File: config.mk
export PLATFORM = sky130hd
export DESIGN_NAME = lantern_multi
export DESIGN_NICKNAME = d
export VERILOG_FILES = /design/src/rtl/lantern_multi.sv
export SDC_FILE = /design/constraint.sdc
export NUM_CORES = 1
export LEC_CHECK = 0
export BUFFER_PORTS_ARGS = -buffer_cell sky130_fd_sc_hd__buf_2
export CORE_MARGIN = 2
export CORE_UTILIZATION = 69
export DETAILED_ROUTE_END_ITERATION = 6
export PLACE_DENSITY_LB_ADDON = 0.1
export RECOVER_POWER = 25
export SLEW_MARGIN = 10
export SYNTH_ARGS = -nofsm -noshare
export SYNTH_HDL_FRONTEND = slang
export SYNTH_SLANG_ARGS = --single-unit
File: constraint.sdc
create_clock -name clk -period 14.3 [get_ports clk]
set_clock_uncertainty 0.2 [all_clocks]
set_input_delay 1.43 -clock clk [delete_from_list [all_inputs] [get_ports clk]]
set_output_delay 1.43 -clock clk [all_outputs]
set_load 0.02 [all_outputs]
File: src/rtl/lantern_multi.sv
// Lantern LED sequencer: programmable-rate step timer driving shift, bounce and bar-fill patterns.
// Define LANTERN_BOUNCE_EN to build the bounce pattern for mode 10; otherwise mode 10 runs as mode 00.
module lantern_multi #(
    parameter int N_LED    = 18,
    parameter int BASE_DIV = 5000000,
    parameter int STEP_DIV = 500000,
    parameter int MIN_DIV  = 1000,
    parameter int SPEED_W  = 16
) (
    input  logic               clk,
    input  logic               rst,
    input  logic               stop,
    input  logic [1:0]         mode,
    input  logic [SPEED_W-1:0] speed,
    output logic [N_LED-1:0]   led,
    output logic               step,
    output logic               wrap
);

    localparam logic [N_LED-1:0] MSB_ONLY = {1'b1, {(N_LED-1){1'b0}}};
    localparam logic [N_LED-1:0] LSB_ONLY = N_LED'(1);

`ifdef LANTERN_BOUNCE_EN
    typedef enum logic {DIR_DOWN, DIR_UP} dir_e;
    dir_e dir_q, dir_d;
`endif

    logic [31:0]      cnt_q, cnt_d;
    logic [N_LED-1:0] led_q, led_d;
    logic [1:0]       mode_q, mode_d;
    logic             step_q, step_d;
    logic             wrap_q, wrap_d;

    logic [63:0]      prod;
    logic [31:0]      period;
    logic             hit;
    logic [1:0]       mode_eff;
    logic [N_LED-1:0] inv_led;
    logic             one_hot;
    logic             bar_ok;

    // Period in 64-bit arithmetic so large speed settings cannot wrap before saturation.
    always_comb begin
        prod = 64'(speed) * 64'(STEP_DIV);
        if (prod > 64'(BASE_DIV - MIN_DIV)) begin
            period = 32'(MIN_DIV);
        end else begin
            period = 32'(64'(BASE_DIV) - prod);
        end
        hit = (cnt_q >= (period - 32'd1));
    end

    always_comb begin
`ifdef LANTERN_BOUNCE_EN
        mode_eff = mode;
`else
        mode_eff = (mode == 2'b10) ? 2'b00 : mode;
`endif
        inv_led = ~led_q;
        one_hot = $onehot(led_q);
        bar_ok  = led_q[N_LED-1] && ((inv_led & (inv_led + 1'b1)) == '0);
    end

    always_ff @(posedge clk or negedge rst) begin
        if (!rst) begin
            cnt_q  <= '0;
            led_q  <= MSB_ONLY;
            mode_q <= 2'b00;
            step_q <= 1'b0;
            wrap_q <= 1'b0;
`ifdef LANTERN_BOUNCE_EN
            dir_q  <= DIR_DOWN;
`endif
        end else begin
            cnt_q  <= cnt_d;
            led_q  <= led_d;
            mode_q <= mode_d;
            step_q <= step_d;
            wrap_q <= wrap_d;
`ifdef LANTERN_BOUNCE_EN
            dir_q  <= dir_d;
`endif
        end
    end

    always_comb begin
        cnt_d  = cnt_q;
        led_d  = led_q;
        mode_d = mode_q;
        step_d = 1'b0;
        wrap_d = 1'b0;
`ifdef LANTERN_BOUNCE_EN
        dir_d  = dir_q;
`endif
        if (!stop) begin
            if (hit) begin
                cnt_d  = '0;
                step_d = 1'b1;
                if (mode_eff != mode_q) begin
                    mode_d = mode_eff;
                    led_d  = (mode_eff == 2'b01) ? LSB_ONLY : MSB_ONLY;
`ifdef LANTERN_BOUNCE_EN
                    dir_d  = DIR_DOWN;
`endif
                end else begin
                    case (mode_q)
                        2'b01: begin
                            if (!one_hot) begin
                                led_d = LSB_ONLY;
                            end else if (led_q[N_LED-1]) begin
                                led_d  = LSB_ONLY;
                                wrap_d = 1'b1;
                            end else begin
                                led_d = led_q << 1;
                            end
                        end
                        2'b11: begin
                            if (!bar_ok) begin
                                led_d = MSB_ONLY;
                            end else if (&led_q) begin
                                led_d  = MSB_ONLY;
                                wrap_d = 1'b1;
                            end else begin
                                led_d = {1'b1, led_q[N_LED-1:1]};
                            end
                        end
`ifdef LANTERN_BOUNCE_EN
                        // Direction flips on arrival at an end so each end is lit for one step only.
                        2'b10: begin
                            if (!one_hot) begin
                                led_d = MSB_ONLY;
                                dir_d = DIR_DOWN;
                            end else if (dir_q == DIR_DOWN) begin
                                if (led_q[0]) begin
                                    led_d = led_q << 1;
                                    dir_d = DIR_UP;
                                end else begin
                                    led_d = led_q >> 1;
                                    if (led_q[1]) dir_d = DIR_UP;
                                end
                            end else begin
                                if (led_q[N_LED-1]) begin
                                    led_d = led_q >> 1;
                                    dir_d = DIR_DOWN;
                                end else begin
                                    led_d = led_q << 1;
                                    if (led_q[N_LED-2]) begin
                                        dir_d  = DIR_DOWN;
                                        wrap_d = 1'b1;
                                    end
                                end
                            end
                        end
`endif
                        default: begin
                            if (!one_hot) begin
                                led_d = MSB_ONLY;
                            end else if (led_q[0]) begin
                                led_d  = MSB_ONLY;
                                wrap_d = 1'b1;
                            end else begin
                                led_d = led_q >> 1;
                            end
                        end
                    endcase
                end
            end else begin
                cnt_d = cnt_q + 32'd1;
            end
        end
    end

    assign led  = led_q;
    assign step = step_q;
    assign wrap = wrap_q;

endmodule

==> flow_summary.json, run 1 <==
{
  "crit_top_cell": "fa_1",
  "syn_inst": 984,
  "setup.worst_path.end_class": "flip-flop",
  "worstMarginPinSlew_ns": 2.89,
  "ys_async_sr_fraction_pct": 100,
  "post_cts_resized": 0,
  "min_to": "cnt_q[1]$_DFFE_PN0N_",
  "syn_avg_cell_area_um2": 8.91,
  "synth_edf_count": 0,
  "ir_drop_uv": 185,
  "synth-compound-area-share_pct": 15.9,
  "placed_cells": 1180,
  "period_minus_slack_ns": 10.78,
  "dr.pass1.iters": 5,
  "reg2reg_depth": 17,
  "dominantRegCellSynth": "dfrtp_1",
  "area_growth_pct": 6.01,
  "grt_overflow": 0,
  "synth_xor_area_share_pct": 6.85,
  "core_um2": 12500,
  "rows": 41,
  "post_cts_buffers": 0,
  "synth-adder-area-share_pct": 36.6,
  "hpwl_um": 14800,
  "leakagePower_uw": 0.00466,
  "vias": 7056,
  "synth.distinct_cells": 79,
  "die_h_um": 117,
  "synth_top_family_by_area": "adder cells",
  "seq_area_frac_synth_pct": 15.4,
  "cts.clk_slew.worst_paths_ns": 0.06,
  "max_cap_viol_count": 1,
  "rrSetupSlack_ns": 8.22,
  "muxShareOfSynthArea_pct": 2.78,
  "place.gp.congestion": 0.910,
  "finalSetupViolations": 0,
  "cp_data_arrival_time_ns": 10.75,
  "portBuffers": 40,
  "totalWireLength_um": 18100,
  "slowest_stage": "nor4b_4",
  "grt_start_max_net_pins": 55,
  "slew_violations": 55,
  "slew_headroom_pct": -92.9,
  "initial_core_util_pct": 70.0,
  "synth-seq-cells": 54,
  "ios": 41,
  "powerDensity_nw_per_um2": 176,
  "fin_nets": 1253,
  "crit_fanout": 49,
  "r2r_end": "led[15]$_DFFE_PN0P_",
  "synth.largest_area_cell": "ha_1",
  "cts_sinks": 54,
  "max_clock_freq_ghz": 0.0928,
  "clock_latency_ns": 0.29,
  "hold_viol": 0,
  "die_width_um": 117,
  "violations": "capacitance limit, slew limit",
  "antenna_cells": 0,
  "hold_start": "cnt_q[1]$_DFFE_PN0N_",
  "grt_pass1_vias": 6714,
  "synthDominantCellAreaShare_pct": 21.6,
  "h-tree-depth": 2,
  "hold_buffers": 0,
  "drive_above_1_share_pct": 7.87,
  "finalSetupTns_ns": 0,
  "stdcell_count": 1188,
  "grt_pass1_wl_um": 30600,
  "routedWlPerCell_um": 15.2,
  "worstPathRequired_ns": 14.27,
  "period_share_pct": 75.4,
  "grt_antenna_before_repair": 0,
  "die_area_um2": 13600,
  "cts_buffer_depth": 2,
  "status": "finished with violations",
  "crit_type": "input pin to flip-flop",
  "yosys.area_share.simple_pct": 15.5,
  "critPathLaunchType": "input pin",
  "numCtsBuffers": 5,
  "viasPerCell": 5.94,
  "holdPathStages": 2,
  "drc": 0,
  "hp-class": "flip-flop to flip-flop",
  "postRouteAntennaNets": 0,
  "root_buffer": "clkbuf_16",
  "max_stage_delay_ns": 0.61,
  "track_usage_pct": 27.5,
  "cts_tree": "yes",
  "regToRegStartpoint": "led[0]$_DFFE_PN0P_",
  "drt_iter0_drc": 431,
  "synthTopCellsByArea": "ha_1 22%, dfrtp_1 15%, fa_1 15%, inv_1 5.5%, nor2_1 3.8%",
  "rsz0062_at_grt": "false",
  "yosysWarnings": 0,
  "syn_area_um2": 8770
}
==> worst max-delay path: cells and delay by family <==
| kind | cells | cell delay (ns) |
|---|---|---|
| AO/OA/AOI/OAI | 7 | 2.01 |
| adder cells (fa/ha/maj) | 8 | 3.50 |
| buffers and inverters | 6 | 0.94 |
| multiplexers | 1 | 0.40 |
| AND/OR/NAND/NOR | 7 | 2.45 |
==> worst max-delay path by stage <==
stage,startpoint,to,slack [ns]
finish,speed[2],led[6]$_DFFE_PN0P_,3.52
global placement,speed[2],led[10]$_DFFE_PN0P_,3.48
CTS,speed[2],led[6]$_DFFE_PN0P_,3.49
global route,speed[2],led[8]$_DFFE_PN0P_,2.95
floorplan,speed[2],led[0]$_DFFE_PN0P_,4.55
detailed placement,speed[2],led[6]$_DFFE_PN0P_,3.30
==> cell usage after synthesis (all sizes together), types with 4 or more instances <==
master     n
nand4     19
nand3     28
nor3b      4
and3      12
o211ai    14
or3        8
xor2      30
nand3b     5
xnor2     36
o2111ai    4
inv      129
a22oi     16
a21boi     5
a21o      21
a31oi      7
fa        66
nor4       8
ha       151
a2111oi    5
clkbuf    23
a211oi     6
o31ai      7
o21ai     35
nand2     40
mux2      19
nor4b      4
nand2b     4
nor2      89
o21bai     5
and2       9
a21oi     46
dfrtp     53
buf        4
nor2b      9
nor3      10
==> metal layers <==
metal | GRT usage (%) | part of all wire, % | vias to the layer above
li1 | - | - | 3504
met1 | 37.1 | 46 | 3378
met2 | 48.3 | 49 | 145
met3 | 1.92 | 2.9 | 29
met4 | 7.22 | 1.9 | 0
met5 | 0 | 0 | -
==> cell type report <==
cell class | count | area, um^2
Clock buffer | 7 | 133
Clock inverter | 1 | 30.0
Fill cell | 976 | 3220
Inverter | 129 | 484
Multi-Input combinational cell | 782 | 6860
Sequential cell | 54 | 1350
Tap cell | 172 | 215
Timing Repair Buffer | 43 | 219
==> sequential cells by signal, indices dropped and copies added, names as in the netlist <==
name	cells
wrap	1
cnt_q	32
step	1
led	18
mode_q	2
==> cell families (layout without fill, tap and decap cells) <==
group           after synthesis  count (layout)
simple gates                264             264
fa+ha+maj                   217             217
compound gates              203             203
buf+inv                     156             180
xor+xnor                     67              67
flops                        54              54
mux                          22              22
other cells                   1               9
==> metrics by stage <==
step,hold slack (ns),util [%],worst slack (ns),cell area [um^2],power (uW)
3_3_place_gp,0.304,73.0,3.48,9130,1470
3_5_place_dp,0.310,73.0,3.30,9130,1500
2_1_floorplan,0.267,-,4.55,8800,1260
5_1_grt,0.376,74.2,2.95,9290,1830
6_report,0.333,74.2,3.52,9290,1640
4_1_cts,0.329,74.3,3.49,9300,1650
==> cells in the final DEF (no fill, tap or decap), types with 6 or more instances in the layout <==
| cell type | Yosys | layout |
|---|---|---|
| fa_1 | 66 | 66 |
| and3_1 | 12 | 12 |
| o21ai_1 | 6 | 6 |
| nor3_1 | 10 | 9 |
| nor2b_1 | 9 | 8 |
| nand3_1 | 28 | 28 |
| nor4_1 | 8 | 8 |
| inv_1 | 128 | 128 |
| xor2_1 | 30 | 30 |
| o21ai_0 | 29 | 29 |
| or3_1 | 8 | 8 |
| ha_1 | 151 | 151 |
| a21o_1 | 21 | 21 |
| buf_2 | 3 | 40 |
| nand2_1 | 40 | 40 |
| dfrtp_1 | 53 | 53 |
| a22oi_1 | 16 | 16 |
| o31ai_1 | 7 | 7 |
| xnor2_1 | 36 | 36 |
| mux2_2 | 19 | 19 |
| and2_1 | 9 | 9 |
| o211ai_1 | 14 | 14 |
| nand4_1 | 18 | 18 |
| nor2_1 | 89 | 89 |
| a21oi_1 | 46 | 46 |
| a31oi_1 | 7 | 7 |
| conb_1 | 1 | 9 |
==> power by group <==
group	leakage, uW	total [uW]	switching (uW)	internal (uW)
Sequential	0.000733	169	9.02	160
Clock	0.0000781	135	52.1	82.8
Combinational	0.00385	1330	777	558
Note: power is estimated with default switching activity, not from simulation.
==> run 2, diff against run 1 <==
- ABC_AREA: default -> 1
- CORE_UTILIZATION: 69 -> 59
- clock period: 14.3 -> 9.9 ns (I/O delays scaled with it)
==> run 2 against run 1 <==
The run still ends with capacitance limit, slew limit left. Register-to-register slack worse by 4.0 ns. Wire length rose by 26%. Hold slack better by 0.045 ns. Critical path depth is 15 higher. Synthesized cell count rose by 41%. First-iteration DRC count grew 37%. Die area up 29%. Final cell count is 39% higher. Setup slack got worse by 2.6 ns. Sequential share of layout area is 1.5 points lower. Critical path type unchanged. Critical endpoint is now cnt_q[7]$_DFFE_PN0N_. Largest cell class unchanged.
==> flow_summary.json, run 2 <==
{
  "hp-class": "flip-flop to flip-flop",
  "crit_type": "input pin to flip-flop",
  "antenna_cells": 0,
  "setup.worst_path.end_class": "flip-flop",
  "die_h_um": 132,
  "hold_viol": 0,
  "period_minus_slack_ns": 8.97,
  "root_buffer": "clkbuf_16",
  "cp_data_arrival_time_ns": 8.99,
  "drive_above_1_share_pct": 7.72,
  "post_cts_resized": 0,
  "syn_area_um2": 9720,
  "cts_sinks": 54,
  "slowest_stage": "fa_1",
  "cts_buffer_depth": 2,
  "syn_avg_cell_area_um2": 7.00,
  "max_flop_register": "cnt_q",
  "largest_register_ffs": 32,
  "violations": "capacitance limit, slew limit",
  "area_growth_pct": 6.45,
  "critPathTopFamily": "adder cells",
  "ios": 41,
  "grt_pass1_wl_um": 39300,
  "portBuffers": 40,
  "critPathBufInv": 8,
  "slew_headroom_pct": -94.8,
  "final_common_cell": "nand2_1",
  "crit_fanout": 18,
  "worstMarginPinSlew_ns": 2.92,
  "max_cap_viol_count": 1,
  "synth-seq-cells": 54,
  "core_um2": 16000,
  "cts.clk_slew.worst_paths_ns": 0.07,
  "crit_top_cell": "nand2_1",
  "vias": 8751,
  "dr.pass1.iters": 5,
  "grt_pass1_vias": 8444,
  "fin_nets": 1674,
  "ys_async_sr_fraction_pct": 100,
  "hold_buffers": 0,
  "holdWs_ns": 0.378,
  "finalSetupViolations": 0,
  "grt_antenna_before_repair": 0,
  "yosysWarnings": 0,
  "synthTopCellsByArea": "ha_1 19%, dfrtp_1 14%, fa_1 14%, nand2_1 13%, inv_1 11%",
  "rsz0062_at_grt": "false",
  "grt_overflow": 0,
  "dominantRegCellSynth": "dfrtp_1",
  "max_stage_delay_ns": 0.58,
  "status": "finished with violations",
  "synth.largest_area_cell": "ha_1",
  "synth.distinct_cells": 56,
  "synth_edf_count": 0,
  "drt_iter0_drc": 592,
  "clock_latency_ns": 0.30,
  "numCtsBuffers": 5,
  "slew_violations": 55,
  "hpwl_um": 19500,
  "worstPathRequired_ns": 9.92,
  "syn_inst": 1388,
  "routedWlPerCell_um": 13.7,
  "postRouteAntennaNets": 0,
  "track_usage_pct": 27.0,
  "rows": 46,
  "cts_tree": "yes",
  "fill_cells": 1523,
  "yosysMostFrequentCell": "nand2_1",
  "drc": 0,
  "h-tree-depth": 2,
  "final_cell_mix": "347 x nand2_1, 276 x inv_1, 151 x ha_1",
  "die_area_um2": 17500,
  "critPathLaunchType": "input pin",
  "seq_area_frac_synth_pct": 13.9,
  "viasPerCell": 5.29,
  "place.gp.congestion": 0.894,
  "max_clock_freq_ghz": 0.111,
  "synth.top_cells.by_count": "347 x nand2_1, 276 x inv_1, 151 x ha_1",
  "period_share_pct": 90.6,
  "totalWireLength_um": 22700,
  "die_width_um": 132,
  "initial_core_util_pct": 60.7,
  "post_cts_buffers": 0,
  "grt_start_max_net_pins": 55,
  "synthDominantCellAreaShare_pct": 19.4,
  "finalSetupTns_ns": 0
}
## run 2: cell types whose count changed in the layout (fill, tap and decap cells not counted), moves of 10 or more
cell	delta
and3_1	-10
nand2_1	+307
o21ai_0	+14
nor2_2	+15
a21o_1	-19
mux2_2	-19
nor2_1	+25
nand3_1	+34
nor3_1	+17
inv_1	+148
xnor2_1	-27
a22oi_1	-16
o211ai_1	-12
## run 2: cells by family (layout without fill, tap and decap cells)
group           Yosys count  count (layout)  share of synthesized area (%)
compound gates          133             133                           8.17
other cells               1               9                         0.0386
simple gates            646             646                           29.6
xor+xnor                 36              36                           3.40
flops                    54              54                           13.9
buf+inv                 300             341                           11.7
mux                       1               1                          0.103
fa+ha+maj               217             217                           33.0
## run 2: worst paths after layout
path | startpoint | endpoint | slack [ns] | depth (start not counted)
setup / recovery | speed[2] | cnt_q[7]$_DFFE_PN0N_ | 0.93 | 44
hold / removal | cnt_q[31]$_DFFE_PN0N_ | cnt_q[31]$_DFFE_PN0N_ | 0.38 | 2
setup reg to reg | led[13]$_DFFE_PN0P_ | led[15]$_DFFE_PN0P_ | 4.23 | 22
hold reg to reg | cnt_q[31]$_DFFE_PN0N_ | cnt_q[31]$_DFFE_PN0N_ | 0.38 | 2
max in group asynchronous | rst | led[5]$_DFFE_PN0P_ | 6.32 | 2
min in group asynchronous | rst | cnt_q[15]$_DFFE_PN0N_ | 1.53 | 2
## run 2: routing by layer
metal,wire length [um],global-route usage [%],part of all wire (%)
met4,664,9.26,2.9
met3,864,1.85,3.8
met5,0,0,0
met2,11200,48.6,49
met1,9970,34.2,44
## run 2: final cells by class
type / count / area [um^2] / share of cell area [%]
clock inverters: 2 / 12.5 / 0.121
multi-input cells: 1042 / 7260 / 70.2
flip-flops and latches: 54 / 1350 / 13.1
inverters: 289 / 1080 / 10.5
well taps: 216 / 270 / 2.61
repair buffers: 44 / 226 / 2.19
clock buffers: 6 / 139 / 1.34
## run 2: metrics by stage
step / cells / area, um^2 / setup WS (ns) / util, %
after floorplan: 1396 / 9750 / 1.78 / -
after global placement: 1645 / 10200 / 0.854 / 63.7
after detailed placement: 1645 / 10200 / 0.718 / 63.7
after CTS: 1653 / 10300 / 1.01 / 64.7
after global routing: 1653 / 10300 / 0.220 / 64.7
final: 1653 / 10300 / 0.931 / 64.7
## run 2: tightest hold or removal path, cell delays in order (launching register included)
cell and delay (ns):
dfrtp_1 0.37, xor2_1 0.08, nor2_1 0.09
Power of run 2 is not shown: default switching activity piles up to over one toggle a cycle in this logic, so the estimate is an artifact.
==> run 3, diff against run 2 <==
- ABC_AREA: 1 -> default
- CORE_ASPECT_RATIO: default -> 0.6
- CORE_UTILIZATION: 59 -> 58
==> run 3 against run 2 <==
The flow still finishes with violations (capacitance limit, slew limit). Largest cell class unchanged. Critical endpoint is now led[3]$_DFFE_PN0P_. Wire length shrank 12%. Die area shrank 7.8%. Global-route usage shrank 0.98 points. Final area shrank 8.9%. Via count shrank 18%. Sequential cell count is the same. Setup slack lost 0.42 ns. Sequential share of layout area grew 1.3 points. Hold slack lost 0.046 ns. Critical path depth shrank 16. Utilization shrank 0.28 points. Maximum frequency shrank 4.5%.
==> flow_summary.json, run 3 (synthesis gave the netlist of run 1 again) <==
{
  "crit_top_cell": "fa_1",
  "pre_cts_ws_ns": 0.0911,
  "antenna_cells": 0,
  "post_cts_resized": 0,
  "holdPathStages": 1,
  "reg2reg_depth": 16,
  "ir_drop_uv": 195,
  "place.gp.congestion": 0.863,
  "hold_viol": 0,
  "viasPerCell": 5.85,
  "slew_violations": 55,
  "post_cts_buffers": 0,
  "postRouteAntennaNets": 0,
  "clock_latency_ns": 0.30,
  "cp_data_arrival_time_ns": 9.37,
  "fin_nets": 1265,
  "track_usage_pct": 26.0,
  "h-tree-depth": 2,
  "drc": 0,
  "drt_iter0_drc": 435,
  "drive_above_1_share_pct": 8.95,
  "period_share_pct": 94.9,
  "cts_buffer_depth": 2,
  "fill_cells": 1261,
  "worstMarginPinSlew_ns": 2.95,
  "max_clock_freq_ghz": 0.106,
  "slowest_stage": "fa_1",
  "violations": "capacitance limit, slew limit",
  "period_minus_slack_ns": 9.39,
  "cts_tree": "yes",
  "hpwl_um": 16200,
  "max_flop_register": "cnt_q",
  "slew_headroom_pct": -97.0,
  "dr.pass1.iters": 5,
  "grt_antenna_before_repair": 0,
  "grt_start_max_net_pins": 55,
  "setup.worst_path.end_class": "flip-flop",
  "power_uw": 2460,
  "critPathBufInv": 5,
  "hold_buffers": 0,
  "area_growth_pct": 7.48,
  "placed_cells": 1217,
  "finalSetupViolations": 0,
  "leakagePower_uw": 0.00472,
  "critPathLaunchType": "input pin",
  "rows": 34,
  "cts_sinks": 54,
  "max_cap_viol_count": 1,
  "crit_fanout": 18,
  "ios": 41,
  "powerDensity_nw_per_um2": 262,
  "totalWireLength_um": 20000,
  "core_um2": 14600,
  "finalSetupTns_ns": 0,
  "root_buffer": "clkbuf_16",
  "grt_pass1_wl_um": 34400,
  "hp-class": "flip-flop to flip-flop",
  "die_area_um2": 16100,
  "die_width_um": 163,
  "stdcell_count": 1226,
  "largest_register_ffs": 32,
  "max_stage_delay_ns": 0.60,
  "crit_type": "input pin to flip-flop",
  "postLayoutSetupSlackWorst_ns": 0.509,
  "vias": 7168,
  "worstPathRequired_ns": 9.87,
  "routedWlPerCell_um": 16.3,
  "grt_pass1_vias": 6730,
  "cts.clk_slew.worst_paths_ns": 0.07,
  "regArea_um2": 1350,
  "cp_num_cells": 28,
  "numCtsBuffers": 5,
  "initial_core_util_pct": 59.9,
  "utilization_pct": 64.4,
  "final_cell_mix": "151 x ha_1, 128 x inv_1, 89 x nor2_1",
  "critPathTopFamily": "adder cells",
  "multi_input_area_um2": 6870,
  "final_common_cell": "ha_1",
  "grt_overflow": 0,
  "die_h_um": 99.2,
  "status": "finished with violations",
  "portBuffers": 40
}
[run 3: final cells by class]
| cell class | count | share of cell area (%) |
|---|---|---|
| multi-input cells | 783 | 72.9 |
| inverters | 129 | 5.14 |
| clock buffers | 6 | 1.37 |
| repair buffers | 54 | 3.20 |
| clock inverters | 2 | 0.398 |
| well taps | 198 | 2.63 |
| flip-flops and latches | 54 | 14.4 |
[run 3: final timing paths]
kind                                 startpoint                    end  slack (ns)
max reg2reg                  led[0]$_DFFE_PN0P_     led[6]$_DFFE_PN0P_        4.15
min                        cnt_q[0]$_DFFE_PN0N_   cnt_q[0]$_DFFE_PN0N_        0.33
max                                    speed[4]     led[3]$_DFFE_PN0P_        0.51
min in group asynchronous                   rst     led[6]$_DFFE_PN0P_        1.54
max in group asynchronous                   rst  cnt_q[14]$_DFFE_PN0N_        6.28
min reg2reg                cnt_q[0]$_DFFE_PN0N_   cnt_q[0]$_DFFE_PN0N_        0.33
[run 3: layer usage]
layer / track usage [%] / vias up / share of wire (%)
met5: 0 / - / 0
met4: 1.91 / 0 / 0.39
met3: 4.84 / 9 / 6.2
met2: 33.9 / 170 / 38
met1: 44.6 / 3461 / 55
li1: - / 3528 / -
[run 3: power breakdown]
group / leakage, uW / switching, uW / total (uW) / internal (uW)
Clock: 0.0000771 / 81.2 / 201 / 120
Sequential: 0.000733 / 12.6 / 243 / 231
Combinational: 0.00391 / 1200 / 2020 / 823
Total: 0.00472 / 1290 / 2460 / 1170
[run 3: per-stage QoR]
| stage | hold slack (ns) | area, um^2 |
|---|---|---|
| finish | 0.333 | 9420 |
| global placement | 0.299 | 9240 |
| detailed placement | 0.318 | 9240 |
| CTS | 0.334 | 9410 |
| floorplan | 0.267 | 8800 |
| global route | 0.360 | 9420 |
[run 3: worst register-to-register path, delay by kind of cell (launching register included)]
kind | cells | cell delay (ns)
mux | 1 | 0.30
flops | 1 | 0.52
buf+inv | 3 | 0.18
compound gates | 2 | 0.95
simple gates | 3 | 0.46
fa+ha+maj | 7 | 3.03
